--- config.mk ---
export PLATFORM = sky130hd
export DESIGN_NAME = hazard_ctrl
export DESIGN_NICKNAME = d
export VERILOG_FILES = /design/src/rtl/pipe_ctrl_pkg.sv /design/src/rtl/mul_timer.sv /design/src/rtl/hazard_ctrl.sv
export SDC_FILE = /design/constraint.sdc
export NUM_CORES = 1
export LEC_CHECK = 0
export BUFFER_PORTS_ARGS = -buffer_cell sky130_fd_sc_hd__buf_2
export CAP_MARGIN = 20
export CORE_ASPECT_RATIO = 0.9
export CORE_MARGIN = 2
export CORE_UTILIZATION = 33
export DETAILED_ROUTE_END_ITERATION = 7
export GPL_TIMING_DRIVEN = 0
export SKIP_LAST_GASP = 1
export SYNTH_ARGS = -nofsm -noshare
export SYNTH_HDL_FRONTEND = slang
export SYNTH_SLANG_ARGS = --single-unit
export TNS_END_PERCENT = 10
--- constraint.sdc ---
create_clock -name clk -period 3.7 [get_ports clk]
set_clock_uncertainty 0.2 [all_clocks]
set_input_delay 0.74 -clock clk [delete_from_list [all_inputs] [get_ports clk]]
set_output_delay 0.74 -clock clk [all_outputs]
set_load 0.02 [all_outputs]
--- src/rtl/pipe_ctrl_pkg.sv ---
// Shared types and constants for the pipeline hazard/stall controller.
// The optional HAZARD_PERF_CNT_EN build adds a stall-cycle counter in hazard_ctrl.
package pipe_ctrl_pkg;

  localparam int MUL_CYCLES_DEF = 4;
  localparam int REG_AW = 5;

  typedef enum logic [2:0] {
    ST_RUN      = 3'd0,
    ST_MUL_WAIT = 3'd1,
    ST_MEM_WAIT = 3'd2,
    ST_DRAIN    = 3'd3,
    ST_FLUSH    = 3'd4
  } state_e;

  typedef enum logic [2:0] {
    MOP_HOLD,
    MOP_LOAD,
    MOP_DEC,
    MOP_SAT,
    MOP_CLR
  } mul_op_e;

endpackage

--- src/rtl/mul_timer.sv ---
// Multiply occupancy countdown for the EXE stage.
// Load, plain decrement, saturating-at-1 decrement and clear.
module mul_timer
  import pipe_ctrl_pkg::*;
#(
  parameter int MUL_CYCLES = MUL_CYCLES_DEF,
  localparam int CW = $clog2(MUL_CYCLES + 1)
) (
  input  logic    clk,
  input  logic    resetn,
  input  mul_op_e op_i,
  output logic    busy_o,
  output logic    last_o
);

  logic [CW-1:0] cnt_q;
  logic [CW-1:0] cnt_d;

  localparam logic [CW-1:0] ONE = CW'(1);

  always_comb begin
    cnt_d = cnt_q;
    unique case (op_i)
      MOP_LOAD: cnt_d = CW'(MUL_CYCLES - 1);
      MOP_DEC: begin
        if (cnt_q != '0) cnt_d = cnt_q - ONE;
      end
      // Progress is tracked while stalled elsewhere, but the
      // final cycle is kept for the MUL_WAIT release.
      MOP_SAT: begin
        if (cnt_q > ONE) cnt_d = cnt_q - ONE;
      end
      MOP_CLR: cnt_d = '0;
      default: cnt_d = cnt_q;
    endcase
  end

  always_ff @(posedge clk or negedge resetn) begin
    if (!resetn) cnt_q <= '0;
    else         cnt_q <= cnt_d;
  end

  assign busy_o = (cnt_q != '0);
  assign last_o = (cnt_q == ONE);

endmodule

--- src/rtl/hazard_ctrl.sv ---
// Hazard/stall controller: load-use, multiply, dcache miss, flush.
// Define HAZARD_PERF_CNT_EN to build the stall-cycle counter.
module hazard_ctrl
  import pipe_ctrl_pkg::*;
#(
  parameter int MUL_CYCLES = MUL_CYCLES_DEF,
  parameter int REG_AW = pipe_ctrl_pkg::REG_AW
) (
  input  logic              clk,
  input  logic              resetn,
  input  logic              id_valid,
  input  logic              id_use_rs,
  input  logic              id_use_rt,
  input  logic [REG_AW-1:0] id_rs,
  input  logic [REG_AW-1:0] id_rt,
  input  logic              exe_valid,
  input  logic              exe_is_load,
  input  logic              exe_is_mul,
  input  logic [REG_AW-1:0] exe_wdest,
  input  logic              mem_req,
  input  logic              mem_ack,
  input  logic              if_miss,
  input  logic              flush_req,
  output logic              stall_if,
  output logic              stall_id,
  output logic              stall_exe,
  output logic              stall_mem,
  output logic              bubble_id,
  output logic              bubble_exe,
  output logic              bubble_mem,
  output logic              bubble_wb,
  output logic              flush,
  output logic              mul_busy,
  output logic [2:0]        state_o,
  output logic [31:0]       perf_stall_cnt
);

  state_e  state_q;
  state_e  state_d;
  mul_op_e mul_op;
  logic    mul_act;
  logic    mul_last;

  logic s_if, s_id, s_exe, s_mem;
  logic b_id, b_exe, b_mem, b_wb;
  logic fl;

  logic dmiss;
  logic ld_use;
  logic mul_go;

  assign dmiss = mem_req && !mem_ack;

  assign ld_use = exe_valid && exe_is_load
    && (exe_wdest != '0) && id_valid
    && ((id_use_rs && id_rs == exe_wdest)
     || (id_use_rt && id_rt == exe_wdest));

  assign mul_go = exe_valid && exe_is_mul
    && !mul_act && (MUL_CYCLES > 1);

  mul_timer #(
    .MUL_CYCLES(MUL_CYCLES)
  ) u_mul_timer (
    .clk    (clk),
    .resetn (resetn),
    .op_i   (mul_op),
    .busy_o (mul_act),
    .last_o (mul_last)
  );

  always_comb begin
    state_d = state_q;
    mul_op  = MOP_HOLD;
    s_if  = 1'b0;
    s_id  = 1'b0;
    s_exe = 1'b0;
    s_mem = 1'b0;
    b_id  = 1'b0;
    b_exe = 1'b0;
    b_mem = 1'b0;
    b_wb  = 1'b0;
    fl    = 1'b0;
    unique case (state_q)
      ST_RUN, ST_MUL_WAIT: begin
        if (flush_req && dmiss) begin
          {s_if, s_id, s_exe, s_mem} = 4'hf;
          b_wb    = 1'b1;
          state_d = ST_DRAIN;
        end else if (flush_req) begin
          fl      = 1'b1;
          mul_op  = MOP_CLR;
          state_d = ST_FLUSH;
        end else if (dmiss) begin
          {s_if, s_id, s_exe, s_mem} = 4'hf;
          b_wb    = 1'b1;
          mul_op  = MOP_SAT;
          state_d = ST_MEM_WAIT;
        end else if (state_q == ST_MUL_WAIT) begin
          if (mul_act && !mul_last) begin
            {s_if, s_id, s_exe} = 3'h7;
            b_mem  = 1'b1;
            mul_op = MOP_DEC;
          end else begin
            mul_op  = MOP_CLR;
            state_d = ST_RUN;
          end
        end else if (mul_go) begin
          {s_if, s_id, s_exe} = 3'h7;
          b_mem   = 1'b1;
          mul_op  = MOP_LOAD;
          state_d = ST_MUL_WAIT;
        end else if (ld_use) begin
          s_if  = 1'b1;
          s_id  = 1'b1;
          b_exe = 1'b1;
        end else if (if_miss) begin
          s_if = 1'b1;
          b_id = 1'b1;
        end
      end
      ST_MEM_WAIT: begin
        mul_op = MOP_SAT;
        if (!mem_ack) begin
          {s_if, s_id, s_exe, s_mem} = 4'hf;
          b_wb = 1'b1;
        end else if (!mul_act) begin
          state_d = ST_RUN;
        end else begin
          {s_if, s_id, s_exe} = 3'h7;
          b_mem   = 1'b1;
          state_d = ST_MUL_WAIT;
        end
      end
      ST_DRAIN: begin
        if (!mem_ack) begin
          {s_if, s_id, s_exe, s_mem} = 4'hf;
          b_wb = 1'b1;
        end else begin
          fl      = 1'b1;
          mul_op  = MOP_CLR;
          state_d = ST_FLUSH;
        end
      end
      ST_FLUSH: begin
        // Drops the fetch issued during the redirect cycle.
        b_id = 1'b1;
        if (flush_req) begin
          fl     = 1'b1;
          mul_op = MOP_CLR;
        end else begin
          state_d = ST_RUN;
        end
      end
      default: state_d = ST_RUN;
    endcase
  end

  always_ff @(posedge clk or negedge resetn) begin
    if (!resetn) state_q <= ST_RUN;
    else         state_q <= state_d;
  end

  assign stall_if   = resetn && s_if;
  assign stall_id   = resetn && s_id;
  assign stall_exe  = resetn && s_exe;
  assign stall_mem  = resetn && s_mem;
  assign bubble_id  = resetn && b_id;
  assign bubble_exe = resetn && b_exe;
  assign bubble_mem = resetn && b_mem;
  assign bubble_wb  = resetn && b_wb;
  assign flush      = resetn && fl;
  assign mul_busy   = resetn && mul_act;
  assign state_o    = resetn ? state_q : 3'd0;

`ifdef HAZARD_PERF_CNT_EN
  logic [31:0] perf_q;

  always_ff @(posedge clk or negedge resetn) begin
    if (!resetn)       perf_q <= '0;
    else if (stall_if) perf_q <= perf_q + 32'd1;
  end

  assign perf_stall_cnt = perf_q;
`else
  assign perf_stall_cnt = '0;
`endif

endmodule

==> impl_results.md <==
* Status: complete, no violations
* Layout area overhead at 34.04%
* # DRC at 0
* Initial antenna violation count at 0
* Initial core utilization at 34.78%
* Synth Flop Type: dfrtp_1
* Synth Area per Inst at 7.787 um2
* Diode count at 0
* Die Wd at 67.13 um
* Drt first pass iters at 4
* Die height at 60.82 um
* Clock root cell: clkbuf_8
* Register-to-Register Setup Slack at 1.39 ns
* Post-Syn Area at 1184 um2
* Detail Route Antenna Nets at 0
* Peak supply drop at 0.0002432 V
* CTS max path bufs at 2
* Largest cells by area after synthesis: buf_4 (21%), dfrtp_1 (13%), xor2_1 (5.9%)
* Startpoint Class: flip-flop
* Clock latency on the worst-skew pair at 0.22 ns
* Largest net degree at the start of global routing at 16
* Leakage at 0.0008277 uW
* Met1 usage at 19.62%
* Drt initial violations at 34
* Routed via count at 1,201
* Non-Filler Instances at 268
* Netlist cell types at 48
* RR Endpoint: u_mul_timer.cnt_q[1]
* Setup TNS Final at 0 ns
* Detailed placer's ending HPWL at 2286 um
* Yosys warns at 0
* Number of synthesized flops with an enable pin at 0
* Share of cells above drive strength 1 at 37.95%
* Final Hold Fails at 0
* Via density at 4.481
* First-pass GRT wire length at 4140 um
* Sequential fraction of the synthesis area at 12.68%
* Ys async rst share at 100.0%
* Sequential cell area at 150.1 um2
* R2R Path Start: u_mul_timer.cnt_q[0]
* Util after Layout at 46.62%
* CTS H-tree lvls at 1
* Post-synthesis register bit count at 6
* Slowest cell on the critical path: dfrtp_1
* Global Route met2 Usage at 19.52%
* CP Cell Sequence: inv_1 -> ha_1 -> o21bai_2 -> mux2i_1 -> nor4_1 -> o21ai_1 -> a211oi_1 -> buf_2
* F_max at 311.4 MHz
* Min cycle time layout at 3.212 ns
* Total power per unit cell area at 454.7 nW/um2
* GRT Total Usage at 13.20%
* R2R depth at 7
* GRT overflow at 0
* Die ar. at 4083 um2
* Routed wire per std cell at 10.36 um
* Routing usage on met3 at 1.299%
* Area of the multi-input gates at 852.1 um2
* Drt total wl at 2777 um
* Largest area contributor in the netlist: buf_4
* Total CTS buffers at 3
* CTS tree: yes
* RSZ-0062 raised after global routing: no
* Max-Cap Viols at 0
* # Post-CTS Setup Buffers at 0
* CP max FO at 6
* Crit path capture type: primary output
* Placer congestion estimate at 0.8191
* Nets@finish at 256
* Final total power at 721.5 uW
* Critical Path AT at 2.27 ns
* Slowest stage delay, CP at 0.37 ns
* Yosys top cell area share at 20.93%
* Final Slew Violations at 0
* Crit path kind: flip-flop to primary output
* CTS sink cnt at 6
* Hold-fix buffers, CTS at 0
* Worst-path clk slew at 0.03 ns
* GRT busiest layer: met1
* HP Class: input port to async pin
* IO Pins at 72
* Fillers at 362
* Post-Syn Instances at 152
* IO Port Bufs at 38
* Number of global-route vias before repair at 912
* Post-CTS sizing at 0
* CP required at 2.76 ns
* Rows at 20
* # placed instances at 265
* Final setup fails at 0
* Part of the cycle the worst path needs at 86.80%
* Core ar. at 3403 um2
how the worst max path moves through the flow:
| stage | startpoint | to | slack [ns] | cells after the start |
|---|---|---|---|---|
| finish | u_mul_timer.cnt_q[0] | bubble_mem | 0.49 | 8 |
| global route | u_mul_timer.cnt_q[0] | bubble_mem | 0.26 | 8 |
| CTS | u_mul_timer.cnt_q[0] | bubble_mem | 0.48 | 8 |
| detailed placement | mem_req | bubble_id | 0.56 | 7 |
| global placement | mem_req | bubble_id | 0.56 | 7 |
| floorplan | flush_req | bubble_exe | 0.63 | 5 |
power by group:
part	internal (uW)	switching (uW)
combinational	209	297
clock	69.6	24.9
sequential	90.7	31.1
total	369	353
synth_stat cells (2+ instances only):
cell type and n:
buf_4 33, xor2_1 8, inv_1 7, dfrtp_1 6, nor2_1 6, nor3_1 6
and2_1 5, nand2_1 5, nand2b_1 5, o21ai_0 5, buf_2 4, nand3_1 4
nor2b_1 4, a211oi_1 3, a21oi_1 3, a31oi_1 3, ha_1 3, nor4_1 3
a21o_1 2, a31o_1 2, mux2i_1 2, nor3b_2 2, nor4b_1 2, o2111ai_1 2
o21ai_1 2, or4_1 2, xnor2_1 2
per-layer routing:
metal	wire [um]	share of wire [%]
met1	1342	48
met2	1127	41
met3	297	11
met4	9	0.32
met5	0	0
cells in the final DEF, fill, tap and decap left out, types with 3 or more instances in the layout:
master / synthesis / layout
a211oi_1: 3 / 3
a21oi_1: 3 / 3
a31oi_1: 3 / 3
and2_1: 5 / 5
buf_2: 4 / 42
buf_4: 33 / 33
clkbuf_8: 0 / 3
conb_1: 1 / 32
dfrtp_1: 6 / 6
ha_1: 3 / 3
inv_1: 7 / 7
nand2_1: 5 / 5
nand2b_1: 5 / 5
nand3_1: 4 / 4
nor2_1: 6 / 6
nor2b_1: 4 / 4
nor3_1: 6 / 6
nor4_1: 3 / 3
o21ai_0: 5 / 5
xor2_1: 8 / 8
worst max-delay path, delay by kind of cell, from the launching register on:
family	cells	cell delay, ns
and+or+nand+nor	1	0.34
AOI/OAI and AO/OA	3	0.65
muxes	1	0.12
DFF	1	0.37
buffers and inverters	2	0.31
adders and majority gates	1	0.26
registers in the layout, indices dropped and copies added (netlist names):
register / cells
u_mul_timer.cnt_q: 3
state_q: 3
kinds of logic after synthesis:
| logic type | synth area share, % |
|---|---|
| xor gates and xnor gates | 7.400 |
| adders and majority gates | 3.172 |
| buffers and inverters | 25.16 |
| and+or+nand+nor | 26.11 |
| muxes | 1.691 |
| AOI/OAI and AO/OA | 23.47 |
| other | 0.3168 |
| DFF | 12.68 |
stage by stage:
stage          area (um2)  setup WS (ns)  hold slack (ns)
6_report             1587         0.4883           0.2002
5_1_grt              1587         0.2585           0.2101
4_1_cts              1587         0.4834           0.1968
3_5_place_dp         1545         0.5626           0.2913
3_3_place_gp         1545         0.5612           0.2905
2_1_floorplan        1300         0.6275           0.2444
layout make-up:
type | count | area share (%)
multi-input combinational | 132 | 53.71
buffer | 38 | 17.11
tap | 44 | 3.470
clock buffer | 3 | 2.603
inverter | 7 | 1.656
timing repair buffer | 38 | 11.99
sequential | 6 | 9.464
(Power assumes the default switching activity.)
